<file path="config.mk">
export PLATFORM = sky130hd
export DESIGN_NAME = noc_mcast_injector
export DESIGN_NICKNAME = d
export VERILOG_FILES = /design/src/rtl/noc_pkg.sv /design/src/rtl/noc_credit_counter.sv /design/src/rtl/noc_mcast_injector.sv
export SDC_FILE = /design/constraint.sdc
export NUM_CORES = 1
export LEC_CHECK = 0
export CAP_MARGIN = 20
export CORE_ASPECT_RATIO = 1.4
export CORE_UTILIZATION = 46
export DETAILED_ROUTE_END_ITERATION = 10
export PLACE_DENSITY = 0.81
export SLEW_MARGIN = 20
export SYNTH_ARGS = -nofsm -noshare
export SYNTH_HDL_FRONTEND = slang
export SYNTH_SLANG_ARGS = --single-unit
</file>
<file path="constraint.sdc">
create_clock -name clk -period 6.35 [get_ports clk]
set_input_delay 1.27 -clock clk [delete_from_list [all_inputs] [get_ports clk]]
set_output_delay 1.27 -clock clk [all_outputs]
set_load 0.1 [all_outputs]
</file>
<file path="src/rtl/noc_pkg.sv">
// Shared NoC types: coordinates, message kinds, flit layout and
// the packet header carried in the body of every head flit.
package noc;

    localparam int PortQueueDepth = 4;
    localparam int CreditsWidth   = $clog2(PortQueueDepth + 1);
    localparam int FlitDataWidth  = 64;
    localparam int NumDest        = 6;

    typedef struct packed {
        logic [2:0] x;
        logic [2:0] y;
    } xy_t;

    typedef enum logic [4:0] {
        MSG_REQ,
        MSG_RESP,
        MSG_INV,
        MSG_ACK,
        MSG_DATA
    } message_t;

    typedef struct packed {
        logic head;
        logic tail;
    } preamble_t;

    typedef struct packed {
        xy_t                   source;
        xy_t [NumDest-1:0]     dest;
        message_t              msg;
        logic [NumDest-1:0]    val;
    } packet_info_t;

    typedef struct packed {
        preamble_t                pre;
        logic [FlitDataWidth-1:0] body;
    } flit_t;

    // Tail is left clear; the caller knows whether a payload follows.
    function automatic flit_t make_head_flit(packet_info_t info);
        flit_t f;
        f.pre.head = 1'b1;
        f.pre.tail = 1'b0;
        f.body     = FlitDataWidth'(info);
        return f;
    endfunction

endpackage

</file>
<file path="src/rtl/noc_credit_counter.sv">
// Saturating up/down credit counter with a sticky overflow flag;
// starts full, shared by the injector and router output ports.
module noc_credit_counter #(
    parameter int Max   = 4,
    parameter int Width = $clog2(Max + 1)
) (
    input  logic             clk,
    input  logic             rst,
    input  logic             i_inc,
    input  logic             i_dec,
    output logic [Width-1:0] o_count,
    output logic             o_overflow
);

    logic [Width-1:0] r_count;
    logic             r_err;

    always_ff @(posedge clk or posedge rst) begin
        if (rst) begin
            r_count <= Width'(Max);
            r_err   <= 1'b0;
        end else begin
            unique case ({i_inc, i_dec})
                2'b10: begin
                    if (r_count == Width'(Max))
                        r_err <= 1'b1;
                    else
                        r_count <= r_count + Width'(1);
                end
                2'b01: begin
                    if (r_count != '0)
                        r_count <= r_count - Width'(1);
                end
                default: ;
            endcase
        end
    end

    assign o_count    = r_count;
    assign o_overflow = r_err;

endmodule

</file>
<file path="src/rtl/noc_mcast_injector.sv">
// Local-port multicast injector: turns a send request plus payload
// stream into head/payload flits, one packet in flight, credit gated.
module noc_mcast_injector
    import noc::*;
#(
    parameter int DataWidth  = FlitDataWidth,
    parameter int MaxLen     = 16,
    parameter int QueueDepth = PortQueueDepth,
    localparam int LenWidth  = $clog2(MaxLen + 1)
) (
    input  logic                 clk,
    input  logic                 rst,
    input  logic                 req_valid,
    output logic                 req_ready,
    input  xy_t                  req_source,
    input  xy_t [NumDest-1:0]    req_dest,
    input  logic [NumDest-1:0]   req_val,
    input  message_t             req_msg,
    input  logic [LenWidth-1:0]  req_len,
    input  logic                 pl_valid,
    output logic                 pl_ready,
    input  logic [DataWidth-1:0] pl_data,
    output logic [DataWidth+1:0] data_out,
    output logic                 data_void_out,
    input  logic                 credit_in,
    output logic                 drop_pulse,
    output logic                 err_credit
);

    typedef enum logic [1:0] {
        S_IDLE,
        S_HEAD,
        S_PAYLOAD
    } state_t;

    state_t               r_state;
    state_t               w_next;
    packet_info_t         r_info;
    logic [LenWidth-1:0]  r_len;
    logic [LenWidth-1:0]  r_rem;
    logic [DataWidth+1:0] r_flit;
    logic                 r_void;
    logic                 r_drop;

    logic [CreditsWidth-1:0] w_credits;
    logic                    w_has_credit;
    logic                    w_issue;
    logic                    w_accept;
    logic                    w_bad;
    logic [DataWidth+1:0]    w_flit;
    flit_t                   w_head;

    noc_credit_counter #(
        .Max   (QueueDepth),
        .Width (CreditsWidth)
    ) u_credits (
        .clk        (clk),
        .rst        (rst),
        .i_inc      (credit_in),
        .i_dec      (w_issue),
        .o_count    (w_credits),
        .o_overflow (err_credit)
    );

    assign w_has_credit = (w_credits != '0);

    always_comb begin
        w_next    = r_state;
        w_issue   = 1'b0;
        w_flit    = '0;
        w_accept  = 1'b0;
        w_bad     = 1'b0;
        req_ready = 1'b0;
        pl_ready  = 1'b0;
        w_head    = make_head_flit(r_info);
        w_head.pre.tail = (r_len == '0);
        unique case (r_state)
            S_IDLE: begin
                req_ready = !rst;
                w_accept  = req_valid && !rst;
                w_bad     = (req_val == '0) ||
                            (req_len > LenWidth'(MaxLen));
                if (w_accept && !w_bad)
                    w_next = S_HEAD;
            end
            S_HEAD: begin
                if (w_has_credit) begin
                    w_issue = 1'b1;
                    w_flit  = {w_head.pre,
                               DataWidth'(w_head.body)};
                    w_next  = (r_len == '0) ? S_IDLE : S_PAYLOAD;
                end
            end
            S_PAYLOAD: begin
                pl_ready = w_has_credit;
                if (pl_valid && w_has_credit) begin
                    w_issue = 1'b1;
                    w_flit  = {1'b0,
                               r_rem == LenWidth'(1),
                               pl_data};
                    if (r_rem == LenWidth'(1))
                        w_next = S_IDLE;
                end
            end
            default: w_next = S_IDLE;
        endcase
    end

    always_ff @(posedge clk or posedge rst) begin
        if (rst)
            r_state <= S_IDLE;
        else
            r_state <= w_next;
    end

    always_ff @(posedge clk or posedge rst) begin
        if (rst) begin
            r_info <= '0;
            r_len  <= '0;
            r_rem  <= '0;
            r_flit <= '0;
            r_void <= 1'b1;
            r_drop <= 1'b0;
        end else begin
            r_drop <= w_accept && w_bad;
            r_void <= !w_issue;
            if (w_issue)
                r_flit <= w_flit;
            // Fields only load in IDLE, so they hold for the whole packet.
            if (w_accept) begin
                r_info <= packet_info_t'{
                    source: req_source,
                    dest:   req_dest,
                    msg:    req_msg,
                    val:    req_val
                };
                r_len  <= req_len;
            end
            if (w_issue && r_state == S_HEAD)
                r_rem <= r_len;
            else if (w_issue && r_state == S_PAYLOAD)
                r_rem <= r_rem - LenWidth'(1);
        end
    end

    assign data_out      = r_flit;
    assign data_void_out = r_void;
    assign drop_pulse    = r_drop;

endmodule
</file>
==> metrics.yaml <==
yosys:
  post_synth_inst_count: 499
  netlist_area_sq_mm: 0.00587
  synth.mux.area_fraction_pct: 11.5
  synth_async_sr_flop_share_pct: 100
  synthAdderAreaFrac_pct: 1.28
  synth_area_per_cell_sq_um: 11.8
  synthesis.nets: 632
  synth_compound_gate_area_share_pct: 17.4
  combinational_family_with_the_most_area_after_synthesis: "compound AO/OA/AOI/OAI gates"
  ys_dominant_reg_cell: "sky130_fd_sc_hd__dfrtp_1"
  synthDistinctLibCells: 52
  synth-seq-area-share_pct: 58.4
  synth_edf_count: 0
  synthesized_area_fraction_occupied_by_xor_and_xnor_cells_pct: 0.448
  yosysWarnings: 0
  synth-simple-area-share_pct: 6.95
  ys_seq_elements: 137
clock_tree:
  ctsHtreeMaxLevel: 4
  clk_pin_slew_worst_paths_ns: 0.06
  post-cts-setup-buffer-count: 0
  cts_hold_repair.buffers: 0
  numCtsBuffers: 17
  cts.path.max_buffers: 2
  post_cts.resized_instances: 0
  clock_sinks: 137
  cts_root_buffer: "sky130_fd_sc_hd__clkbuf_16"
  worst_skew_pair.late_latency_ns: 0.41
  cts_tree: "done"
layout:
  most_frequent_cells_in_the_layout: "sky130_fd_sc_hd__clkdlybuf4s50_1 (197), sky130_fd_sc_hd__dfrtp_1 (135), sky130_fd_sc_hd__nand2_1 (60), sky130_fd_sc_hd__mux2_2 (59), sky130_fd_sc_hd__a22oi_1 (54)"
  nFillCells: 955
  most_common_cell_after_layout_fill_and_taps_aside: "sky130_fd_sc_hd__clkdlybuf4s50_1"
  num-nets-final: 815
  core_util_final_pct: 68.7
  final_layout_size_suffix_gt1_share_pct: 14.8
  area_delta_synth_final_pct: 44.8
  diodes_inserted: 0
power_and_ir_drop:
  power_mw: 5.37
  p_leak_nw: 3.52
  ir_worst_vdd_mv: 0.346
  power_per_cell_area_mw_per_mm2: 632
timing:
  holdWs_ns: 0.476
  totalNegativeSetupSlack_ns: 0
  final_period_minus_worst_setup_slack_ns: 4.40
  final_min_period_over_clock_period_pct: 69.3
  timing.fmax_mhz: 227
  finalHoldViolCount: 0
  finalClockSkew_ns: 0.0101
  max_slew_headroom_pct: 31.2
  final_setup_violation_count: 0
  slew_viol_final: 0
  worst_slew_pin_slew_ns: 1.03
  grt_setup_unrepaired: "false"
run:
  max-cap-violations: 0
setup_path:
  reg2reg_setup_slack_ns: 3.51
  r2r.worst_path.cells: 12
  critical_path_required_ns: 5.08
  r2r_end: "u_credits.o_count[2]"
  critical_path.most_common_cell: "sky130_fd_sc_hd__clkdlybuf4s50_1"
  setup.worst_path.start_class: "input port"
  timing.critical_path.cells: "clkdlybuf4s50_1, nor2_1, clkdlybuf4s50_1"
  arrival_ns: 3.13
  worstReg2RegStart: "r_state[0]"
  critPathKind: "input port to output pin"
  worstPathBufferInverterCount: 2
  cp_slowest_stage_delay_ns: 1.16
  worst_setup_path_end_kind: "output pin"
  crit_path_max_fanout: 3
  slowest_stage: "sky130_fd_sc_hd__clkdlybuf4s50_1"
  critical-path-top-delay-family: "buffers and inverters"
global_route:
  grt_start_max_net_pins: 92
  groute.usage.overall_pct: 24.4
  grt_pass1_wl_um: 25300
  grt_pass1_vias: 5115
  grt-ovfl-total: 0
  grt_antenna_before_repair: 0
die:
  die_area_sq_mm: 0.0132
  floorplan.core_area_sq_mm: 0.0124
  floorplan.initialDensity_pct: 47.5
  die_height_um: 136
  pin_count: 198
  dieWidth_um: 97.5
  rows: 48
min_path:
  hold_path_depth: 1
  hold_path_startpoint: "u_credits.o_overflow"
  hold_path_class: "flip-flop to flip-flop"
  worst_hold_path.endpoint: "u_credits.o_overflow"
detailed_routing:
  drc: 0
  antenna_violating_nets_post_route: 0
  postRouteWirelength_um: 15700
  violation_count_after_the_first_detailed_route_iteration: 245
  dr_total_vias: 4758
  avgRoutedWirePerCell_um: 18.6
  routed_via_density: 5.63
  drt_pass1_iterations: 5
place:
  place.gp.congestion: 0.796
  hpwl_um: 10300
  port_buffer_cells: 197
run_status:
  outcome: "complete, no violations"
## cell type report
type	instances	area [sq um]	area share [%]
Clock buffer	20	447	5.25
Timing Repair Buffer	201	2000	23.6
Sequential cell	137	3430	40.4
Clock inverter	12	175	2.06
Tap cell	150	188	2.21
Multi-Input combinational cell	314	2210	26.0
Inverter	11	46.3	0.545
## metal layers
| metal | track usage, % | share of wire, % | vias to the layer above |
|---|---|---|---|
| li1 | - | - | 2183 |
| met1 | 27.0 | 38 | 2347 |
| met2 | 43.3 | 53 | 191 |
| met3 | 6.35 | 5.6 | 37 |
| met4 | 12.4 | 3.5 | 0 |
| met5 | 0 | 0 | - |
## how the worst max path moves through the flow
stage                     start           to  slack (ns)  cells past startpoint
after floorplan             rst  data_out[0]        1.42                      1
after global placement      rst    req_ready        1.96                      3
after detailed placement    rst    req_ready        1.95                      3
after CTS                   rst    req_ready        1.95                      3
after global routing        rst    req_ready        1.88                      3
final                       rst    req_ready        1.95                      3
## metrics by stage
step / worst slack, ns / instances / instance area, sq um
final: 1.95 / 845 / 8500
after detailed placement: 1.95 / 813 / 7880
after CTS: 1.95 / 845 / 8500
after global placement: 1.96 / 813 / 7880
after global routing: 1.88 / 845 / 8500
after floorplan: 1.42 / 499 / 5870
## Yosys cell counts (2+ instances only)
library cell | number | area (sq um)
sky130_fd_sc_hd__inv_1 | 9 | 33.8
sky130_fd_sc_hd__nor2_1 | 6 | 22.5
sky130_fd_sc_hd__or4_1 | 2 | 15.0
sky130_fd_sc_hd__nand3_1 | 3 | 15.0
sky130_fd_sc_hd__a32oi_1 | 2 | 17.5
sky130_fd_sc_hd__buf_1 | 4 | 15.0
sky130_fd_sc_hd__o21ai_1 | 8 | 40.0
sky130_fd_sc_hd__ha_1 | 6 | 75.1
sky130_fd_sc_hd__dfstp_2 | 2 | 52.6
sky130_fd_sc_hd__a22o_1 | 11 | 96.3
sky130_fd_sc_hd__buf_6 | 5 | 56.3
sky130_fd_sc_hd__xor2_1 | 2 | 17.5
sky130_fd_sc_hd__nor4_1 | 4 | 25.0
sky130_fd_sc_hd__and2_1 | 2 | 12.5
sky130_fd_sc_hd__nand2_1 | 61 | 229
sky130_fd_sc_hd__buf_2 | 11 | 55.1
sky130_fd_sc_hd__a21o_1 | 2 | 15.0
sky130_fd_sc_hd__o211ai_1 | 3 | 22.5
sky130_fd_sc_hd__o21ai_0 | 53 | 265
sky130_fd_sc_hd__mux2_2 | 59 | 664
sky130_fd_sc_hd__a22oi_1 | 54 | 405
sky130_fd_sc_hd__clkbuf_1 | 16 | 60.1
sky130_fd_sc_hd__a21oi_1 | 8 | 40.0
sky130_fd_sc_hd__dfrtp_1 | 135 | 3380
sky130_fd_sc_hd__nor4b_1 | 2 | 17.5
sky130_fd_sc_hd__a31oi_1 | 3 | 18.8
## flip-flops by register name (all words and copies together) (netlist names)
register and count:
data_out 66, data_void_out 1, drop_pulse 1, r_info 53, r_len 5, r_rem 5, r_state 2, u_credits.o_count 3
u_credits.o_overflow 1
## worst reg2reg max path, stage by stage, from the launching register on
cell	delay (ns)
sky130_fd_sc_hd__dfrtp_1	0.38
sky130_fd_sc_hd__inv_1	0.08
sky130_fd_sc_hd__ha_1	0.50
sky130_fd_sc_hd__clkinv_1	0.17
sky130_fd_sc_hd__nor3_2	0.43
sky130_fd_sc_hd__inv_2	0.07
sky130_fd_sc_hd__nor2_1	0.14
sky130_fd_sc_hd__xnor2_1	0.09
sky130_fd_sc_hd__ha_1	0.23
sky130_fd_sc_hd__nor4b_1	0.30
sky130_fd_sc_hd__nand3_1	0.11
sky130_fd_sc_hd__a21oi_1	0.16
sky130_fd_sc_hd__a221o_1	0.12
## cell families after synthesis
| logic type | count (synthesis) |
|---|---|
| AND/OR/NAND/NOR | 89 |
| XOR/XNOR | 3 |
| AO/OA/AOI/OAI | 156 |
| adder cells (fa/ha/maj) | 6 |
| multiplexers | 60 |
| buffers and inverters | 48 |
| flip-flops | 137 |
## power by group
part / switching [mW] / leakage [nW] / total, mW / internal, mW
sequential: 0.257 / 1.67 / 1.54 / 1.29
combinational: 2.02 / 1.55 / 2.79 / 0.771
clock: 0.367 / 0.296 / 1.03 / 0.667
No activity file was read; power rests on OpenSTA's default activity.
